`config.mk`:
```
export PLATFORM = sky130hd
export DESIGN_NAME = sr_cmd_gen
export DESIGN_NICKNAME = d
export VERILOG_FILES = /design/src/rtl/sr_cmd_gen.sv
export SDC_FILE = /design/constraint.sdc
export NUM_CORES = 1
export LEC_CHECK = 0
export ABC_CLOCK_PERIOD_IN_PS = 2350
export CAP_MARGIN = 20
export CORE_MARGIN = 8
export CORE_UTILIZATION = 50
export DETAILED_ROUTE_END_ITERATION = 10
export GPL_TIMING_DRIVEN = 0
export PLACE_DENSITY_LB_ADDON = 0.15
export SYNTH_ARGS = -nofsm -noshare
export SYNTH_HDL_FRONTEND = slang
export SYNTH_SLANG_ARGS = --single-unit
```
`constraint.sdc`:
```
create_clock -name clk -period 2.35 [get_ports clk]
set_input_delay 0.235 -clock clk [delete_from_list [all_inputs] [get_ports clk]]
set_output_delay 0.235 -clock clk [all_outputs]
set_load 0.01 [all_outputs]
```
`src/rtl/sr_cmd_gen.sv`:
```
`default_nettype none
// ============================================================================
// Module   : sr_cmd_gen
// Purpose  : Upstream command stage for the set/reset flip-flop. Turns two
//            raw asynchronous, possibly bouncy request lines into clean
//            single-cycle s/r pulses. Each line is synchronised, debounced
//            and rising-edge detected. The two events are then arbitrated so
//            that s and r are never high together. A hold-off window after
//            every pulse discards new requests.
//
// Parameters:
//   DEBOUNCE_CYCLES : stable synchronised cycles (>=1) needed before the
//                     debounced level changes
//   HOLDOFF_CYCLES  : cycles (>=0) after a pulse during which requests are
//                     dropped
//
// Ports:
//   clk      in   single clock, rising-edge active
//   reset    in   synchronous, active-high reset
//   set_in   in   raw asynchronous set request (level, active-high)
//   clr_in   in   raw asynchronous clear request (level, active-high)
//   s        out  one-cycle set pulse
//   r        out  one-cycle reset pulse
//   busy     out  high while a pulse or its hold-off window is in progress
//   conflict out  one-cycle pulse when set and clear events coincide in idle
//   dropped  out  one-cycle pulse when an event is discarded while busy
//
// Build option:
//   SR_CMD_CLR_PRIORITY_EN : when defined, coincident set/clear events in
//                            idle issue an r pulse (clear wins) and still
//                            flag conflict. When undefined, no pulse is
//                            issued.
//
// Revision : 1.0  initial release
// ============================================================================
module sr_cmd_gen #(
  parameter int DEBOUNCE_CYCLES = 4,
  parameter int HOLDOFF_CYCLES  = 8
) (
  input  logic clk,
  input  logic reset,
  input  logic set_in,
  input  logic clr_in,
  output logic s,
  output logic r,
  output logic busy,
  output logic conflict,
  output logic dropped
);

  localparam int DW = $clog2(DEBOUNCE_CYCLES + 1);
  // The hold-off counter keeps one bit even when hold-off is disabled,
  // which avoids a zero-width vector.
  localparam int HW = (HOLDOFF_CYCLES > 0) ? $clog2(HOLDOFF_CYCLES + 1) : 1;

  localparam logic [DW-1:0] DEB_LAST  = DW'(DEBOUNCE_CYCLES - 1);
  localparam logic [HW-1:0] HOLD_LOAD = HW'((HOLDOFF_CYCLES > 0) ? HOLDOFF_CYCLES - 1 : 0);

  localparam logic [1:0] ST_IDLE  = 2'd0;
  localparam logic [1:0] ST_PULSE = 2'd1;
  localparam logic [1:0] ST_HOLD  = 2'd2;

  // Channel 0 is the set request and channel 1 is the clear request.
  logic [1:0] raw;
  logic [1:0] evt;

  assign raw = {clr_in, set_in};

  // --------------------------------------------------------------------------
  // Per-channel synchroniser, debouncer and rising-edge detector
  // --------------------------------------------------------------------------
  generate
    for (genvar g = 0; g < 2; g++) begin : g_chan
      logic [1:0]    sync;
      logic          level;
      logic          level_d;
      logic [DW-1:0] cnt;

      always_ff @(posedge clk) begin
        if (reset) begin
          sync    <= '0;
          level   <= 1'b0;
          level_d <= 1'b0;
          cnt     <= '0;
        end else begin
          sync    <= {sync[0], raw[g]};
          level_d <= level;
          // The counter tracks how many consecutive cycles the synchronised
          // input has disagreed with the debounced level. The level flips on
          // the DEBOUNCE_CYCLES-th disagreeing cycle.
          if (sync[1] == level) begin
            cnt <= '0;
          end else if (cnt == DEB_LAST) begin
            level <= ~level;
            cnt   <= '0;
          end else begin
            cnt <= cnt + DW'(1);
          end
        end
      end

      assign evt[g] = level & ~level_d;
    end
  endgenerate

  // --------------------------------------------------------------------------
  // Arbitration FSM
  // --------------------------------------------------------------------------
  logic [1:0]    state;
  logic [1:0]    state_nxt;
  logic [HW-1:0] hold_cnt;
  logic [HW-1:0] hold_cnt_nxt;
  logic          s_nxt;
  logic          r_nxt;
  logic          conflict_nxt;
  logic          dropped_nxt;

  // State register. The pulse and flag outputs are registered here so that
  // they appear in the cycle after the event cycle.
  always_ff @(posedge clk) begin
    if (reset) begin
      state    <= ST_IDLE;
      hold_cnt <= '0;
      s        <= 1'b0;
      r        <= 1'b0;
      conflict <= 1'b0;
      dropped  <= 1'b0;
    end else begin
      state    <= state_nxt;
      hold_cnt <= hold_cnt_nxt;
      s        <= s_nxt;
      r        <= r_nxt;
      conflict <= conflict_nxt;
      dropped  <= dropped_nxt;
    end
  end

  // Next-state logic
  always_comb begin
    state_nxt    = state;
    hold_cnt_nxt = hold_cnt;
    case (state)
      ST_IDLE: begin
        if (evt == 2'b01 || evt == 2'b10) begin
          state_nxt = ST_PULSE;
        end else if (evt == 2'b11) begin
`ifdef SR_CMD_CLR_PRIORITY_EN
          state_nxt = ST_PULSE;
`else
          state_nxt = ST_IDLE;
`endif
        end
      end
      ST_PULSE: begin
        if (HOLDOFF_CYCLES > 0) begin
          state_nxt    = ST_HOLD;
          hold_cnt_nxt = HOLD_LOAD;
        end else begin
          state_nxt = ST_IDLE;
        end
      end
      ST_HOLD: begin
        // The counter is loaded with HOLDOFF_CYCLES-1, so reaching zero marks
        // the final hold-off cycle.
        if (hold_cnt == '0) begin
          state_nxt = ST_IDLE;
        end else begin
          hold_cnt_nxt = hold_cnt - HW'(1);
        end
      end
      default: begin
        state_nxt    = ST_IDLE;
        hold_cnt_nxt = '0;
      end
    endcase
  end

  // Output logic. This block computes the values that are registered on the
  // next edge.
  always_comb begin
    s_nxt        = 1'b0;
    r_nxt        = 1'b0;
    conflict_nxt = 1'b0;
    dropped_nxt  = 1'b0;
    if (state == ST_IDLE) begin
      s_nxt        = (evt == 2'b01);
      conflict_nxt = (evt == 2'b11);
`ifdef SR_CMD_CLR_PRIORITY_EN
      r_nxt        = (evt == 2'b10) || (evt == 2'b11);
`else
      r_nxt        = (evt == 2'b10);
`endif
    end else begin
      // Events that arrive while busy are discarded, never queued.
      dropped_nxt = |evt;
    end
  end

  assign busy = (state != ST_IDLE);

endmodule
`default_nettype wire

```
==> results <==
- The run finished with clean final reports.
- In this run, synthesis inferred 0 flip-flops with an integrated enable.
- The worst-case hold slack is 0.434 ns.
- The number of iterations in the first detailed-routing pass is 4.
- The setup check on the worst reg-to-reg path leaves a slack of 0.71 ns.
- The number of setup buffers added after CTS is 0.
- The share of the clock period used by the worst path is 90.8%.
- Traced cell by cell, the critical path runs through inv_1 -> ha_1 -> clkbuf_1 -> inv_1 -> clkdlybuf4s50_1.
- The slew at the pin with the worst max-slew slack is 0.474 ns.
- Timing would allow up to 0.469 GHz.
- TritonCTS built the clock tree.
- The post-synthesis sequential area ratio is 44.4%.
- Of all flip-flops after synthesis, the portion carrying an async set or reset was 0%.
- The total of flip-flops plus latches after synthesis is 24.
- CTS built an H-tree with a depth of 1.
- The clock insertion delay at the later pin of the skew report is 0.31 ns.
- The area of all placed cells without fillers is 1250 µm².
- TritonCTS created 3 clock buffers.
- The depth of the worst register-to-register path is 5.
- The placed wire-length estimate is 1.28 mm.
- The worst register-to-register path begins at hold_cnt[0]$_SDFFE_PP0P_.
- The kind of cell with the highest combined delay on the critical path is buffers and inverters.
- The total nets after synthesis is 127.
- The vertical die dimension is 62.5 µm.
- The die outline width is 62.5 µm.
- The worst-case headroom to the max-slew limit is 68.4%.
- The fraction of layout instances using a drive strength above 1 is 6.61%.
- Clock skew on the completed layout was measured at 0.00670 ns.
- In the final routed layout, each cell accounts on average for 11.2 µm.
- For this run, the slowest stage of the critical path takes 0.56 ns.
- The most common library cell in the layout ignoring fill and taps is sky130_fd_sc_hd__dfxtp_1.
- Averaged over all synthesized cells, the footprint is 9.92 µm².
- The residual antenna-violating net count after detailed routing is 0.
- Prior to clock tree synthesis, the placed netlist has a worst setup slack of 0.528 ns.
- The routed wire length is 1.67 mm.
- The biggest area contributor in the post-synthesis netlist is sky130_fd_sc_hd__dfxtp_1.
- In this run the static leakage power is 0.490 nW.
- The largest fanout on the critical path is 9.
- The area overhead of the layout relative to synthesis is 15.5%.
- By area the synthesized netlist is led by sky130_fd_sc_hd__dfxtp_1 (44%), sky130_fd_sc_hd__ha_1 (16%), sky130_fd_sc_hd__nor2b_1 (4.6%).
- For this run, the share of the core covered by cells in the final layout is 58.7%.
- The final-report setup violation count is 0.
- The worst setup path is captured at an output pin.
- In the final timing run, aggregate negative setup slack is 0 ns.
- The terminating pin of the worst hold path is g_chan[1].cnt[0]$_SDFF_PP0_.
- The maximum number of pins on one net before global-route repair is 15.
- Synthesis produced a netlist whose cell count is 109.
- Counting instances, the worst hold path has a depth of 1.
- Data on the critical path arrives at its endpoint at 1.90 ns.
- The top flip-flop cell by instance count after synthesis is sky130_fd_sc_hd__dfxtp_1.
- The number of failing hold endpoints at the final stage is 0.
- The highest ir drop seen on vdd is 0.365 mV.
- The number of design-rule violations left by the first detailed-router iteration is 13.
- The clock net in this run drives a total of 24 sinks.
- The cell row count is 17.
- The area enclosed by the die boundary is 3910 µm².
- For this design the top-level I/O count stands at 9.
- The number of global-route vias before repair is 661.
- Input and output buffers added on the ports amount to 8.
- The overall via count from detail_route is 733.
- The worst hold path belongs to the class flop to flop.
- In this run the cell area measured after placement is 1200 µm².
- The netlist uses 28 different library cells.
- After clock tree synthesis, the clock-pin slew on the worst setup and hold paths is 0.14 ns.
- Leaving out fill and tap cells, the most frequent cells in the layout are sky130_fd_sc_hd__dfxtp_1 (24), sky130_fd_sc_hd__ha_1 (14), sky130_fd_sc_hd__inv_1 (11), sky130_fd_sc_hd__nor2_1 (10).
- In this run the cell area of the synthesized design comes to 1080 µm².
- For this design the ratio of total power to cell area is 582 nW/µm².
- The worst setup path is launched from a flop.
- The total grt overflow is 0.
- The area share of the largest cell type after synthesis is 44.4%.
- The final number of max-transition violations is 0.
- Global routing used 8.85% of the available tracks across all layers.
- The number of buffers added to fix hold violations after cts is 0.
- Setup repair after global routing left no endpoint under its margin.
- The number of synthesis warnings is 0.
- The worst min-delay path startpoint is g_chan[1].cnt[0]$_SDFF_PP0_.
- The number of nets in the layout is 140.
- The setup path with the least slack is of type flop to output pin.
- The most used cell along the critical path is sky130_fd_sc_hd__inv_1.
- Setup slack closes at 0.216 ns.
- The ratio of routed vias to standard cells is 4.92.
- In this run, post-CTS repair resized a total of 0 instances.
- Together, buffers and inverters on the worst path number 4.
- The number of buffers on the longest clock path is 2.
- The reg-to-reg critical path endpoint is state[0]$_SDFFE_PP0P_.
- The first global-routing pass estimated 2.90 mm of wire.
- For this design, the slowest cell found on the critical path is sky130_fd_sc_hd__clkdlybuf4s50_1.
- The post-route minimum period is 2.13 ns.
- The repair_antennas step left the layout with diodes totalling 0.
- The tree is rooted in a sky130_fd_sc_hd__clkbuf_4.
- Routability-driven placement finished with a final weighted congestion of 0.839.
- The tool flagged a number of max-cap violations equal to 0.
- The critical path data required time is 2.12 ns.
- The final-layout fill cell count is 190.
- The core region area is 2130 µm².
- For this configuration, the core starts out at a cell density of 50.8%.
- The initial antenna violation count is 0.
- For this run, design rule violations remaining after detail routing come to 0.
[worst max path at each step]
| stage | from | end | slack, ns | depth (start not counted) |
|---|---|---|---|---|
| detailed placement | reset | state[0]$_SDFFE_PP0P_ | 0.53 | 4 |
| finish | state[0]$_SDFFE_PP0P_ | busy | 0.22 | 5 |
| CTS | state[0]$_SDFFE_PP0P_ | busy | 0.20 | 5 |
| global placement | reset | hold_cnt[2]$_SDFFE_PP0P_ | 0.53 | 4 |
| global route | state[0]$_SDFFE_PP0P_ | busy | 0.06 | 5 |
| floorplan | hold_cnt[0]$_SDFFE_PP0P_ | state[0]$_SDFFE_PP0P_ | 0.87 | 5 |
[registers in the layout, indices dropped and copies added, names as in the netlist]
| register | count |
|---|---|
| hold_cnt | 4 |
| r | 1 |
| state | 2 |
| g_chan.level | 2 |
| s | 1 |
| dropped | 1 |
| g_chan.level_d | 2 |
| g_chan.sync | 4 |
| conflict | 1 |
| g_chan.cnt | 6 |
[final cells by class]
type / instances / area (µm²) / area share, %
Clock buffer: 3 / 22.5 / 1.80
Inverter: 11 / 41.3 / 3.31
Buffer: 3 / 11.3 / 0.902
Clock inverter: 1 / 30.0 / 2.40
Timing Repair Buffer: 8 / 80.1 / 6.41
Tap cell: 28 / 35.0 / 2.81
Multi-Input combinational cell: 71 / 548 / 43.9
Sequential cell: 24 / 480 / 38.5
[power breakdown]
| group | total, mW | leakage [nW] | switching [mW] | internal [mW] |
|---|---|---|---|---|
| clock network | 0.296 | 0.0279 | 0.124 | 0.172 |
| logic | 0.0182 | 0.267 | 0.00879 | 0.00942 |
| registers | 0.413 | 0.194 | 0.00164 | 0.411 |
[cell families after synthesis]
family / synth area share [%]
adders and majority gates: 16.2
DFF: 44.4
buffers and inverters: 4.86
and+or+nand+nor: 21.8
AOI/OAI and AO/OA: 7.52
muxes: 2.78
xor gates and xnor gates: 2.43
[cells in the mapped netlist (2+ instances only)]
master / number
sky130_fd_sc_hd__a21oi_1: 3
sky130_fd_sc_hd__and2_1: 3
sky130_fd_sc_hd__clkbuf_1: 2
sky130_fd_sc_hd__dfxtp_1: 24
sky130_fd_sc_hd__ha_1: 14
sky130_fd_sc_hd__inv_1: 11
sky130_fd_sc_hd__mux2i_1: 3
sky130_fd_sc_hd__nand2_1: 4
sky130_fd_sc_hd__nand2b_1: 4
sky130_fd_sc_hd__nand4b_1: 2
sky130_fd_sc_hd__nor2_1: 10
sky130_fd_sc_hd__nor2b_1: 8
sky130_fd_sc_hd__nor3_1: 2
sky130_fd_sc_hd__o2111ai_1: 2
sky130_fd_sc_hd__o21ai_0: 2
sky130_fd_sc_hd__or3_1: 2
sky130_fd_sc_hd__xnor2_1: 2
[stage by stage]
step / instances / total power, mW
2_1_floorplan: 109 / 0.432
6_report: 149 / 0.727
5_1_grt: 149 / 0.752
3_5_place_dp: 145 / 0.440
4_1_cts: 149 / 0.731
3_3_place_gp: 145 / 0.440
[worst reg2reg max path: stages, from the launching register on]
cell,delay (ns)
sky130_fd_sc_hd__dfxtp_1,0.36
sky130_fd_sc_hd__inv_1,0.09
sky130_fd_sc_hd__ha_1,0.20
sky130_fd_sc_hd__or3b_4,0.41
sky130_fd_sc_hd__a2111o_1,0.42
sky130_fd_sc_hd__o31ai_1,0.08
[per-layer routing]
metal / GRT usage, % / up-vias / share of wire [%] / wire length, µm
li1: - / 384 / - / -
met1: 10.5 / 333 / 50 / 835
met2: 13.6 / 14 / 44 / 739
met3: 2.87 / 2 / 4.9 / 82
met4: 5.13 / 0 / 0.84 / 14
met5: 0 / - / 0 / 0
No activity file was read; power rests on OpenSTA's default activity.
